===== src/rtl/pipelined_fp_multiplier_if.sv =====
// Operand/result handshake bundle for pipelined_fp_multiplier.
// master drives operands and out_ready; slave is the multiplier.
interface pipelined_fp_multiplier_if #(
   parameter int MW = 11,
   parameter int EW = 5
);
   logic          in_valid;
   logic          in_ready;
   logic          sx;
   logic          sy;
   logic [MW-1:0] gx;
   logic [MW-1:0] gy;
   logic [EW-1:0] ex;
   logic [EW-1:0] ey;
   logic            out_valid;
   logic            out_ready;
   logic            sign_out;
   logic [EW-1:0]   exp_out;
   logic [MW-1:0]   mant_out;
   logic [2*MW-1:0] product_out;
   logic            ovf;
   logic            unf;

   modport master (
      output in_valid, sx, sy, gx, gy, ex, ey, out_ready,
      input  in_ready, out_valid, sign_out, exp_out,
      input  mant_out, product_out, ovf, unf
   );

   modport slave (
      input  in_valid, sx, sy, gx, gy, ex, ey, out_ready,
      output in_ready, out_valid, sign_out, exp_out,
      output mant_out, product_out, ovf, unf
   );
endinterface


===== src/rtl/pipelined_fp_multiplier.sv =====
// Pipelined sign/exponent/significand multiplier, whole-pipe stall.
// Define ROUND_NEAREST_EN for round-to-nearest-even instead of truncation.
module pipelined_fp_multiplier #(
   parameter int MW   = 11,
   parameter int EW   = 5,
   parameter int BIAS = 2**(EW-1)-1
) (
   input logic clk_in,
   input logic rst_in,
   pipelined_fp_multiplier_if.slave bus
);
   localparam int PW = 2*MW;
   localparam int XW = EW+2;
   localparam logic signed [XW-1:0] EMAX = XW'((2**EW)-1);
   localparam logic signed [XW-1:0] EZRO = '0;

   logic adv;

   logic          v1_q, sx1_q, sy1_q;
   logic [MW-1:0] gx1_q, gy1_q;
   logic [EW-1:0] ex1_q, ey1_q;

   logic                 v2_q, sg2_q, z2_q;
   logic [PW-1:0]        p2_q;
   logic signed [XW-1:0] e2_q;

   logic                 v3_q, sg3_q, z3_q;
   logic [PW-1:0]        p3_q;
   logic [MW-1:0]        m3_q;
   logic signed [XW-1:0] e3_q;

   logic          v4_q, sg4_q, ovf4_q, unf4_q;
   logic [PW-1:0] p4_q;
   logic [MW-1:0] m4_q;
   logic [EW-1:0] x4_q;

   logic [PW-1:0]        p_d;
   logic signed [XW-1:0] e_d;
   logic                 z_d;

   logic [MW-1:0]        m_t, m_n;
   logic signed [XW-1:0] e_t, e_n;

   logic [EW-1:0] x_c;
   logic [MW-1:0] m_c;
   logic          ovf_c, unf_c;

   assign adv = !v4_q || bus.out_ready;
   assign bus.in_ready = adv;

   assign p_d = PW'(gx1_q) * PW'(gy1_q);
   assign e_d = $signed({2'b00, ex1_q}) + $signed({2'b00, ey1_q})
              - $signed(XW'(BIAS));
   assign z_d = (gx1_q == '0) || (gy1_q == '0);

   always_comb begin
      m_t = p2_q[PW-2 -: MW];
      e_t = e2_q;
      if (p2_q[PW-1]) begin
         m_t = p2_q[PW-1 -: MW];
         e_t = e2_q + XW'(1);
      end
   end

`ifdef ROUND_NEAREST_EN
   logic [MW-1:0] drop;
   logic [MW:0]   m_rnd;
   logic          guard, sticky;

   // Low-product case drops one bit fewer; pad so guard stays at the MSB.
   always_comb begin
      drop   = p2_q[PW-1] ? p2_q[MW-1:0] : {p2_q[MW-2:0], 1'b0};
      guard  = drop[MW-1];
      sticky = |drop[MW-2:0];
      m_rnd  = {1'b0, m_t} + (MW+1)'(guard && (sticky || m_t[0]));
      m_n    = m_rnd[MW-1:0];
      e_n    = e_t;
      if (m_rnd[MW]) begin
         m_n = {1'b1, {(MW-1){1'b0}}};
         e_n = e_t + XW'(1);
      end
   end
`else
   assign m_n = m_t;
   assign e_n = e_t;
`endif

   always_comb begin
      x_c   = '0;
      m_c   = '0;
      ovf_c = 1'b0;
      unf_c = 1'b0;
      if (z3_q) begin
         x_c = '0;
      end else if (e3_q >= EMAX) begin
         x_c   = '1;
         ovf_c = 1'b1;
      end else if (e3_q <= EZRO) begin
         unf_c = 1'b1;
      end else begin
         x_c = e3_q[EW-1:0];
         m_c = m3_q;
      end
   end

   always_ff @(posedge clk_in or negedge rst_in) begin
      if (!rst_in) begin
         v1_q   <= 1'b0;
         sx1_q  <= 1'b0;
         sy1_q  <= 1'b0;
         gx1_q  <= '0;
         gy1_q  <= '0;
         ex1_q  <= '0;
         ey1_q  <= '0;
         v2_q   <= 1'b0;
         sg2_q  <= 1'b0;
         z2_q   <= 1'b0;
         p2_q   <= '0;
         e2_q   <= '0;
         v3_q   <= 1'b0;
         sg3_q  <= 1'b0;
         z3_q   <= 1'b0;
         p3_q   <= '0;
         m3_q   <= '0;
         e3_q   <= '0;
         v4_q   <= 1'b0;
         sg4_q  <= 1'b0;
         ovf4_q <= 1'b0;
         unf4_q <= 1'b0;
         p4_q   <= '0;
         m4_q   <= '0;
         x4_q   <= '0;
      end else if (adv) begin
         v1_q   <= bus.in_valid;
         sx1_q  <= bus.sx;
         sy1_q  <= bus.sy;
         gx1_q  <= bus.gx;
         gy1_q  <= bus.gy;
         ex1_q  <= bus.ex;
         ey1_q  <= bus.ey;
         v2_q   <= v1_q;
         sg2_q  <= sx1_q ^ sy1_q;
         z2_q   <= z_d;
         p2_q   <= p_d;
         e2_q   <= e_d;
         v3_q   <= v2_q;
         sg3_q  <= sg2_q;
         z3_q   <= z2_q;
         p3_q   <= p2_q;
         m3_q   <= m_n;
         e3_q   <= e_n;
         v4_q   <= v3_q;
         sg4_q  <= sg3_q;
         ovf4_q <= ovf_c;
         unf4_q <= unf_c;
         p4_q   <= p3_q;
         m4_q   <= m_c;
         x4_q   <= x_c;
      end
   end

   assign bus.out_valid   = v4_q;
   assign bus.sign_out    = sg4_q;
   assign bus.exp_out     = x4_q;
   assign bus.mant_out    = m4_q;
   assign bus.product_out = p4_q;
   assign bus.ovf         = ovf4_q & v4_q;
   assign bus.unf         = unf4_q & v4_q;
endmodule

===== src/flat_wrapper.sv =====
// flat-port wrapper written by rule: the top's interface ports become plain ports
module pipelined_fp_multiplier_flat 
#(
   parameter int MW   = 11,
   parameter int EW   = 5,
   parameter int BIAS = 2**(EW-1)-1
)
  (clk_in, rst_in, bus_in_valid, bus_sx, bus_sy, bus_gx, bus_gy, bus_ex, bus_ey, bus_out_ready, bus_in_ready, bus_out_valid, bus_sign_out, bus_exp_out, bus_mant_out, bus_product_out, bus_ovf, bus_unf);
  pipelined_fp_multiplier_if #(.MW(MW), .EW(EW)) bus_i ();
  input logic clk_in;
  input logic rst_in;
  input wire logic [$bits(bus_i.in_valid)-1:0] bus_in_valid;
  input wire logic [$bits(bus_i.sx)-1:0] bus_sx;
  input wire logic [$bits(bus_i.sy)-1:0] bus_sy;
  input wire logic [$bits(bus_i.gx)-1:0] bus_gx;
  input wire logic [$bits(bus_i.gy)-1:0] bus_gy;
  input wire logic [$bits(bus_i.ex)-1:0] bus_ex;
  input wire logic [$bits(bus_i.ey)-1:0] bus_ey;
  input wire logic [$bits(bus_i.out_ready)-1:0] bus_out_ready;
  output wire logic [$bits(bus_i.in_ready)-1:0] bus_in_ready;
  output wire logic [$bits(bus_i.out_valid)-1:0] bus_out_valid;
  output wire logic [$bits(bus_i.sign_out)-1:0] bus_sign_out;
  output wire logic [$bits(bus_i.exp_out)-1:0] bus_exp_out;
  output wire logic [$bits(bus_i.mant_out)-1:0] bus_mant_out;
  output wire logic [$bits(bus_i.product_out)-1:0] bus_product_out;
  output wire logic [$bits(bus_i.ovf)-1:0] bus_ovf;
  output wire logic [$bits(bus_i.unf)-1:0] bus_unf;
  assign bus_i.in_valid = bus_in_valid;
  assign bus_i.sx = bus_sx;
  assign bus_i.sy = bus_sy;
  assign bus_i.gx = bus_gx;
  assign bus_i.gy = bus_gy;
  assign bus_i.ex = bus_ex;
  assign bus_i.ey = bus_ey;
  assign bus_i.out_ready = bus_out_ready;
  assign bus_in_ready = bus_i.in_ready;
  assign bus_out_valid = bus_i.out_valid;
  assign bus_sign_out = bus_i.sign_out;
  assign bus_exp_out = bus_i.exp_out;
  assign bus_mant_out = bus_i.mant_out;
  assign bus_product_out = bus_i.product_out;
  assign bus_ovf = bus_i.ovf;
  assign bus_unf = bus_i.unf;
  pipelined_fp_multiplier #(.MW(MW), .EW(EW), .BIAS(BIAS)) u_core (.clk_in(clk_in), .rst_in(rst_in), .bus(bus_i));
endmodule

===== config.mk =====
export PLATFORM = sky130hd
export DESIGN_NAME = pipelined_fp_multiplier_flat
export DESIGN_NICKNAME = d
export VERILOG_FILES = /design/src/rtl/pipelined_fp_multiplier_if.sv /design/src/rtl/pipelined_fp_multiplier.sv /design/src/flat_wrapper.sv
export SDC_FILE = /design/constraint.sdc
export NUM_CORES = 1
export LEC_CHECK = 0
export ABC_AREA = 1
export CAP_MARGIN = 30
export CORE_ASPECT_RATIO = 0.6
export CORE_MARGIN = 4
export CORE_UTILIZATION = 55
export CTS_BUF_LIST = sky130_fd_sc_hd__clkbuf_4 sky130_fd_sc_hd__clkbuf_8 sky130_fd_sc_hd__clkbuf_16
export DETAILED_ROUTE_END_ITERATION = 8
export PLACE_DENSITY = 0.84
export SYNTH_ARGS = -nofsm -noshare
export SYNTH_HDL_FRONTEND = slang
export SYNTH_SLANG_ARGS = --single-unit

===== constraint.sdc =====
create_clock -name clk_in -period 6.88 [get_ports clk_in]
set_input_delay 1.376 -clock clk_in [delete_from_list [all_inputs] [get_ports clk_in]]
set_output_delay 1.376 -clock clk_in [all_outputs]
set_load 0.03 [all_outputs]

== Word level (Yosys, flattened, before mapping) ==
Index checks and enable logic that the tools add are counted.
W data, S select, Z words.
Storage, ports and cells
  register bits: 152
  input bits: 38
  output and inout bits: 43
  word-level logic and storage cells: 52
Cells by class
  add/subtract/negate cells: 3
  $mul: 1
  magnitude comparators: 2
  muxes and demuxes: 13
  bitwise operators: 3
  reduce and logical (&&, ||, !) cells: 5
Operators by type and width (count)
  $mux W11: 4
  $logic_not A11 Y1: 2
  $mul A11 B11 Y22: 1
  $mux W5: 3
  $add A7 B2 Y7 const B: 1
  $ge A7 B6 Y1 const B: 1
  $le A7 B1 Y1 const B: 1
  $mux W7: 1
  $sub A7 B5 Y7 const B: 1
  $add A5 B5 Y6: 1
  $mux W1: 5
  $and A1 B1 Y1: 2
  $logic_or A1 B1 Y1: 2
  $logic_not A1 Y1: 1
  $xor A1 B1 Y1: 1

== Logic depth before layout (Yosys ltp) ==
Gate-level depths: netlist of the first run.
  word-level depth: 4
  depth in mapped cells: 24
  depth with buffers taken out: 23

== Least setup slack after synthesis of the first run ==
No wires, ideal clock.
  path type: register to register
  start: reg u_core.gy1_q[10]
  end: reg u_core.p2_q[17]
  library setup time: 0.118 ns
  arrival time: 4.461 ns
  data required time: 6.762 ns
  path slack: 2.301 ns
  stages on the path, launching flop included: 21
  path buffers: 1
  clock period less this slack: 4.579 ns
  cell sequence: dfrtp_1 > clkbuf_1 > nand2_1 > fa_1 > fa_1 > inv_1 > fa_1 > fa_1 > inv_1 > fa_1 > inv_1 > ha_1 > nand2_1 > nor2_1 > nand3_1 > nand3_1 > nand2_1 > nand2_1 > nand2_1 > nand3_1 > nand2_1
Between the ends
  longest elaborated chain between the ends: 1
RTL lines
  from (decl): RTL line pipelined_fp_multiplier.sv:20  | logic [MW-1:0] gx1_q, gy1_q;
  from (signal assigned): RTL line pipelined_fp_multiplier.sv:138  | gy1_q <= bus.gy;
  $mul A11 B11 Y22: RTL line pipelined_fp_multiplier.sv:51  | assign p_d = PW'(gx1_q) * PW'(gy1_q);
  to (signal assigned): RTL line pipelined_fp_multiplier.sv:144  | p2_q <= p_d;
  to (decl): RTL line pipelined_fp_multiplier.sv:24  | logic [PW-1:0] p2_q;
Every way passes these cells.
A chain may end at the register's enable or synchronous reset.

== Final worst setup path of the first run ==
  start: reg u_core.gy1_q[3]
  end: reg u_core.p2_q[13]
The elaborated chain is that of the path after synthesis.

==> impl_metrics.json, run 1 <==
{
  "status": "finished clean",
  "cts_tree": "yes",
  "numCtsBuffers": 17,
  "cp-end-kind": "flip-flop",
  "dr.first_iter.drc_count": 851,
  "clockRootBuffer": "clkbuf_16",
  "path_common_cell": "fa_1",
  "netlist_area_mm2": 0.0105,
  "finalSetupTns_ps": 0,
  "grt-ovfl-total": 0,
  "initial_core_util": 0.570,
  "setup_viol": 0,
  "clock-sinks": 152,
  "yosys_most_used_dff": "dfrtp_1",
  "finalCritPeriodShare": 0.716,
  "antenna_left": 0,
  "yosysTopAreaCellShare": 0.363,
  "cts_hold_buffers": 0,
  "synthArstFlopShare": 1.00,
  "dr.pass1.iters": 6,
  "wl_mm": 24.1,
  "tightest_slew_ps": 900,
  "synth_fp_nets": 1491,
  "crit_arrival_ps": 5210,
  "slew_violations": 0,
  "synth-edff-count": 0,
  "synth_area_leaders": "dfrtp_1 36%, nand2_1 17%, fa_1 15%, inv_1 8.7%, ha_1 8.0%",
  "worst_ep_required_time_ps": 7170,
  "max_freq_mhz": 203,
  "timing.final.crit_period_ps": 4930,
  "drv_cap": 0,
  "wire_per_inst_um": 15.0,
  "syn_inst": 1305,
  "antenna-diode-count": 0,
  "routed-via-count": 8431,
  "place_congestion": 0.916,
  "syn_avg_cell_area_um2": 8.04,
  "path_cells": "nand2_1 -> fa_1 -> fa_1 -> inv_1 -> ha_1 -> fa_1 -> inv_1 -> fa_1 -> inv_1 -> ha_1 -> a21oi_1 -> nand2_1 -> nand2_1 -> nand3_1 -> o21ai_0 -> o21ai_0",
  "viasPerCell": 5.24,
  "die_area_mm2": 0.0214,
  "synth_cell_type_count": 35,
  "row_count": 38,
  "place_hpwl_mm": 17.4,
  "core-area_mm2": 0.0184,
  "gr-usage-all-layers": 0.229,
  "grt_pass1_vias": 8152,
  "post_cts_resized": 0,
  "crit_path_max_fanout": 13,
  "holdPathStages": 2,
  "cts_max_path_buffers": 2,
  "drc": 0,
  "area_growth_pct": 14.3,
  "yosysSeqAreaShare": 0.363,
  "holdCritPathClass": "flip-flop to flip-flop",
  "path_clk_slew_ps": 80,
  "synth_top_area_cell": "dfrtp_1",
  "max_stage_delay_ps": 690,
  "cts_setup_buffers": 0,
  "grt_max_degree": 116,
  "path_class": "flip-flop to flip-flop",
  "design.portCount": 81,
  "worstSetupStartpointType": "flip-flop",
  "slew_headroom": 0.397,
  "finalHoldViolCount": 0,
  "fin_nets": 1541,
  "clk_latency_ps": 430,
  "die_h_um": 115,
  "cts-htree-levels": 4,
  "rsz0062_at_grt": "no",
  "slowest_stage": "dfrtp_1",
  "io_buffers": 80,
  "synth_seq_cells": 152,
  "synth_warnings": 0,
  "rr_worst_depth": 16,
  "grt_antenna_before_repair": 0,
  "die_x_um": 186,
  "finClkSkew_ps": 17.6,
  "grt_first_pass_wirelength_mm": 40.3,
  "final_layout_size_suffix_gt1_frac": 0.0322
}
layout make-up:
cell class	instances	area [µm²]
flip-flops and latches	152	3800
clock buffers	18	433
multi-input cells	854	5520
fillers	1458	6410
well taps	240	300
clock inverters	14	158
repair buffers	84	852
inverters	246	923
synth_stat cells, types with 3 or more instances:
cell type and count:
a32oi_1 3, xor2_1 8, dfrtp_1 152, nand3_1 38
nor3_1 4, inv_1 243, inv_2 3, ha_1 67
buf_2 16, nand2_1 477, fa_1 81, nand3b_1 5
nor4_1 4, clkbuf_1 32, o21bai_1 4, o21ai_0 84
nand4_1 3, o22ai_1 7, nor2_1 25, xnor2_1 5
a21oi_1 24
state kept, by name, summed over array words and instances, names as in the netlist, 5 cells and up:
name	count
u_core.e2_q	7
u_core.bus.exp_out	5
u_core.bus.product_out	22
u_core.p2_q	22
u_core.ey1_q	5
u_core.e3_q	7
u_core.p3_q	22
u_core.ex1_q	5
u_core.m3_q	11
u_core.gy1_q	11
u_core.bus.mant_out	11
u_core.gx1_q	11
final timing paths:
kind,start,end,slack (ps)
worst max-delay path,u_core.gy1_q[3],u_core.p2_q[13],1950
worst min-delay path,u_core.v2_q,u_core.v3_q,470
worst max register to register,u_core.gy1_q[3],u_core.p2_q[13],1950
worst min register to register,u_core.v2_q,u_core.v3_q,470
max in group asynchronous,rst_in,u_core.gy1_q[6],4610
min in group asynchronous,rst_in,u_core.bus.product_out[15],1030
through the flow:
| stage | utilization | instances | hold WS, ps | worst slack, ps | area (µm²) |
|---|---|---|---|---|---|
| floorplan | - | 1305 | 440 | 2300 | 10500 |
| global placement | 0.618 | 1575 | 451 | 2120 | 11400 |
| detailed placement | 0.618 | 1575 | 456 | 2020 | 11400 |
| CTS | 0.650 | 1607 | 470 | 2020 | 12000 |
| global route | 0.652 | 1608 | 491 | 1630 | 12000 |
| finish | 0.652 | 1608 | 471 | 1950 | 12000 |
worst max-delay path: cells and delay by family, from the launching register on:
family	cells	cell delay, ps
AO/OA/AOI/OAI	3	570
adder cells (fa/ha/maj)	6	2840
buffers and inverters	3	170
flip-flops	1	690
AND/OR/NAND/NOR	4	500
cells by family after synthesis:
logic type,after synthesis,synth area share
buf+inv,299,0.111
xor+xnor,13,0.0109
simple gates,564,0.215
fa+ha+maj,148,0.234
compound gates,129,0.0660
flops,152,0.363
metal layers:
layer  track usage  up-vias  part of all wire
met3        0.0470       32             0.086
li1              -     4046                 -
met2         0.342      368              0.42
met4        0.0438        0             0.010
met1         0.355     3985              0.48
met5             0        -                 0
cells in the final DEF, fill, tap and decap left out, types with 3 or more instances in the layout:
cell             count
nand2_1            477
o21ai_0             84
clkbuf_16           17
ha_1                67
nand4_1              3
fa_1                81
a32oi_1              3
inv_6                4
nor3_1               4
dfrtp_1            152
nor2_1              25
buf_4                3
inv_8                4
inv_1              243
o21bai_1             4
clkdlybuf4s50_1     79
xnor2_1              5
inv_2                3
nor4_1               4
nand3_1             38
nand3b_1             5
clkinvlp_4           3
xor2_1               8
a21oi_1             24
o22ai_1              7
Power of run 1 is left out: the tool's default activity adds up to more than one toggle a clock period on the data nets, which glitch-free logic cannot reach.
==> run 2: changes to the inputs <==
- CORE_UTILIZATION: 55 -> 54
- PLACE_DENSITY: 0.84 -> 0.86
- clock period: 6.88 -> 4.4 ns (I/O delays scaled with it)
==> impl_metrics.json, run 2 (synthesized netlist as in run 1, its figures left out) <==
{
  "die_area_mm2": 0.0218,
  "clock-sinks": 152,
  "io_buffers": 80,
  "dp_cells": 1643,
  "numCtsBuffers": 17,
  "initial_core_util": 0.551,
  "stdcell_area_mm2": 0.0133,
  "grt-ovfl-total": 0,
  "rr_worst_depth": 20,
  "status": "finished, violations left",
  "grt_first_pass_wirelength_mm": 43.9,
  "cts_tree": "yes",
  "routed-via-count": 8871,
  "drv_cap": 0,
  "tightest_slew_ps": 979,
  "max_freq_mhz": 220,
  "holdCritPathClass": "flip-flop to flip-flop",
  "dpl-instance-area_mm2": 0.0119,
  "rsz0062_at_grt": "yes",
  "die_x_um": 188,
  "timing.rr.start": "u_core.gy1_q[8]",
  "finalCritPeriodShare": 1.03,
  "core-area_mm2": 0.0190,
  "row_count": 39,
  "path_class": "flip-flop to flip-flop",
  "dp_slack_ps": -308,
  "cts-htree-levels": 4,
  "wl_mm": 27.5,
  "cts_max_path_buffers": 2,
  "place_hpwl_mm": 19.7,
  "drc": 0,
  "crit_path_max_fanout": 8,
  "wire_per_inst_um": 16.2,
  "r2r_slack_ps": -140,
  "worst_ep_required_time_ps": 4740,
  "place_congestion": 0.975,
  "dr.first_iter.drc_count": 785,
  "area_growth_pct": 26.4,
  "final_layout_size_suffix_gt1_frac": 0.175,
  "grt_pass1_vias": 8614,
  "final_cells": 1694,
  "whs_ps": 471,
  "dr.pass1.iters": 5,
  "cp-end-kind": "flip-flop",
  "grt_max_degree": 127,
  "grt_antenna_before_repair": 0,
  "layout_common_cells": "437 x nand2_1, 229 x inv_1, 137 x dfrtp_1",
  "path_clk_slew_ps": 70,
  "worstSetupStartpointType": "flip-flop",
  "failed_checks": "negative setup slack",
  "clk_latency_ps": 440,
  "gr-usage-all-layers": 0.255,
  "cts_hold_buffers": 0,
  "finalHoldViolCount": 0,
  "timing.final.crit_period_ps": 4540,
  "antenna-diode-count": 0,
  "slew_headroom": 0.344,
  "crit_end": "u_core.p2_q[19]",
  "fin_nets": 1621,
  "viasPerCell": 5.24,
  "setup.worst_path.start": "u_core.gy1_q[8]",
  "die_h_um": 116,
  "clockRootBuffer": "clkbuf_16",
  "design.portCount": 81,
  "reg2reg_to": "u_core.p2_q[19]",
  "finalWorstSetupSlack_ps": -138,
  "setup_viol": 9,
  "antenna_left": 0,
  "finClkSkew_ps": 17.8,
  "slew_violations": 0,
  "mostFrequentLayoutCell": "nand2_1",
  "crit_arrival_ps": 4880
}
[run 2: changes by cell type in the layout (fill, tap and decap cells not counted), sizes merged]
cell	previous run	this run
clkdlybuf4s50	79	78
clkinv	2	4
bufinv	1	5
buf	5	86
inv	254	248
[run 2: stage by stage]
step / setup TNS, ps / util
after floorplan: 0 / -
after global placement: -2600 / 0.625
after detailed placement: -3460 / 0.625
after CTS: -13.3 / 0.675
after global routing: -2790 / 0.697
final: -825 / 0.697
[run 2: worst min-delay path by stage]
stage,depth (start not counted),endpoint,slack (ps),from
floorplan,1,u_core.bus.out_valid,440,u_core.v3_q
global placement,1,u_core.bus.out_valid,450,u_core.v3_q
detailed placement,1,u_core.bus.out_valid,450,u_core.v3_q
CTS,1,u_core.bus.out_valid,470,u_core.v3_q
global route,2,u_core.bus.mant_out[7],490,u_core.m3_q[7]
finish,1,u_core.bus.out_valid,470,u_core.v3_q
[run 2: cell type report]
cell class                 instances  area (µm²)
multi-input combinational        854        6060
fill                            1424        5770
sequential                       152        3820
timing repair buffer             164        1480
inverter                         246         926
clock buffer                      18         433
tap                              246         308
clock inverter                    14         221
[run 2: layer usage]
metal | part of all wire | GRT usage | up-vias
met5 | 0 | 0 | -
li1 | - | - | 4201
met1 | 0.45 | 0.365 | 4251
met4 | 0.014 | 0.0508 | 0
met2 | 0.45 | 0.387 | 381
met3 | 0.092 | 0.0828 | 38
[run 2: what timing repair did]
item / CTS / global route
buffers inserted: 12 / 7
gates resized for setup: 59 / 102
setup endpoints to repair: 14 / 14
pin swaps: 30 / 57
[run 2: critical path, stage by stage, from the launching register on]
cell and delay, ps:
dfrtp_2 480, buf_6 150, nand2_4 50, inv_2 40, fa_1 480, fa_2 600, fa_2 460, fa_1 520
inv_1 50, fa_1 510, inv_2 60, ha_4 310, nand2_4 80, inv_4 70, nand2_4 50, nor3_2 190
nand2_2 80, nand2_1 70, nand2_1 60, nand3_1 70, nand2_1 60
Power of run 2 is left out for the same reason.
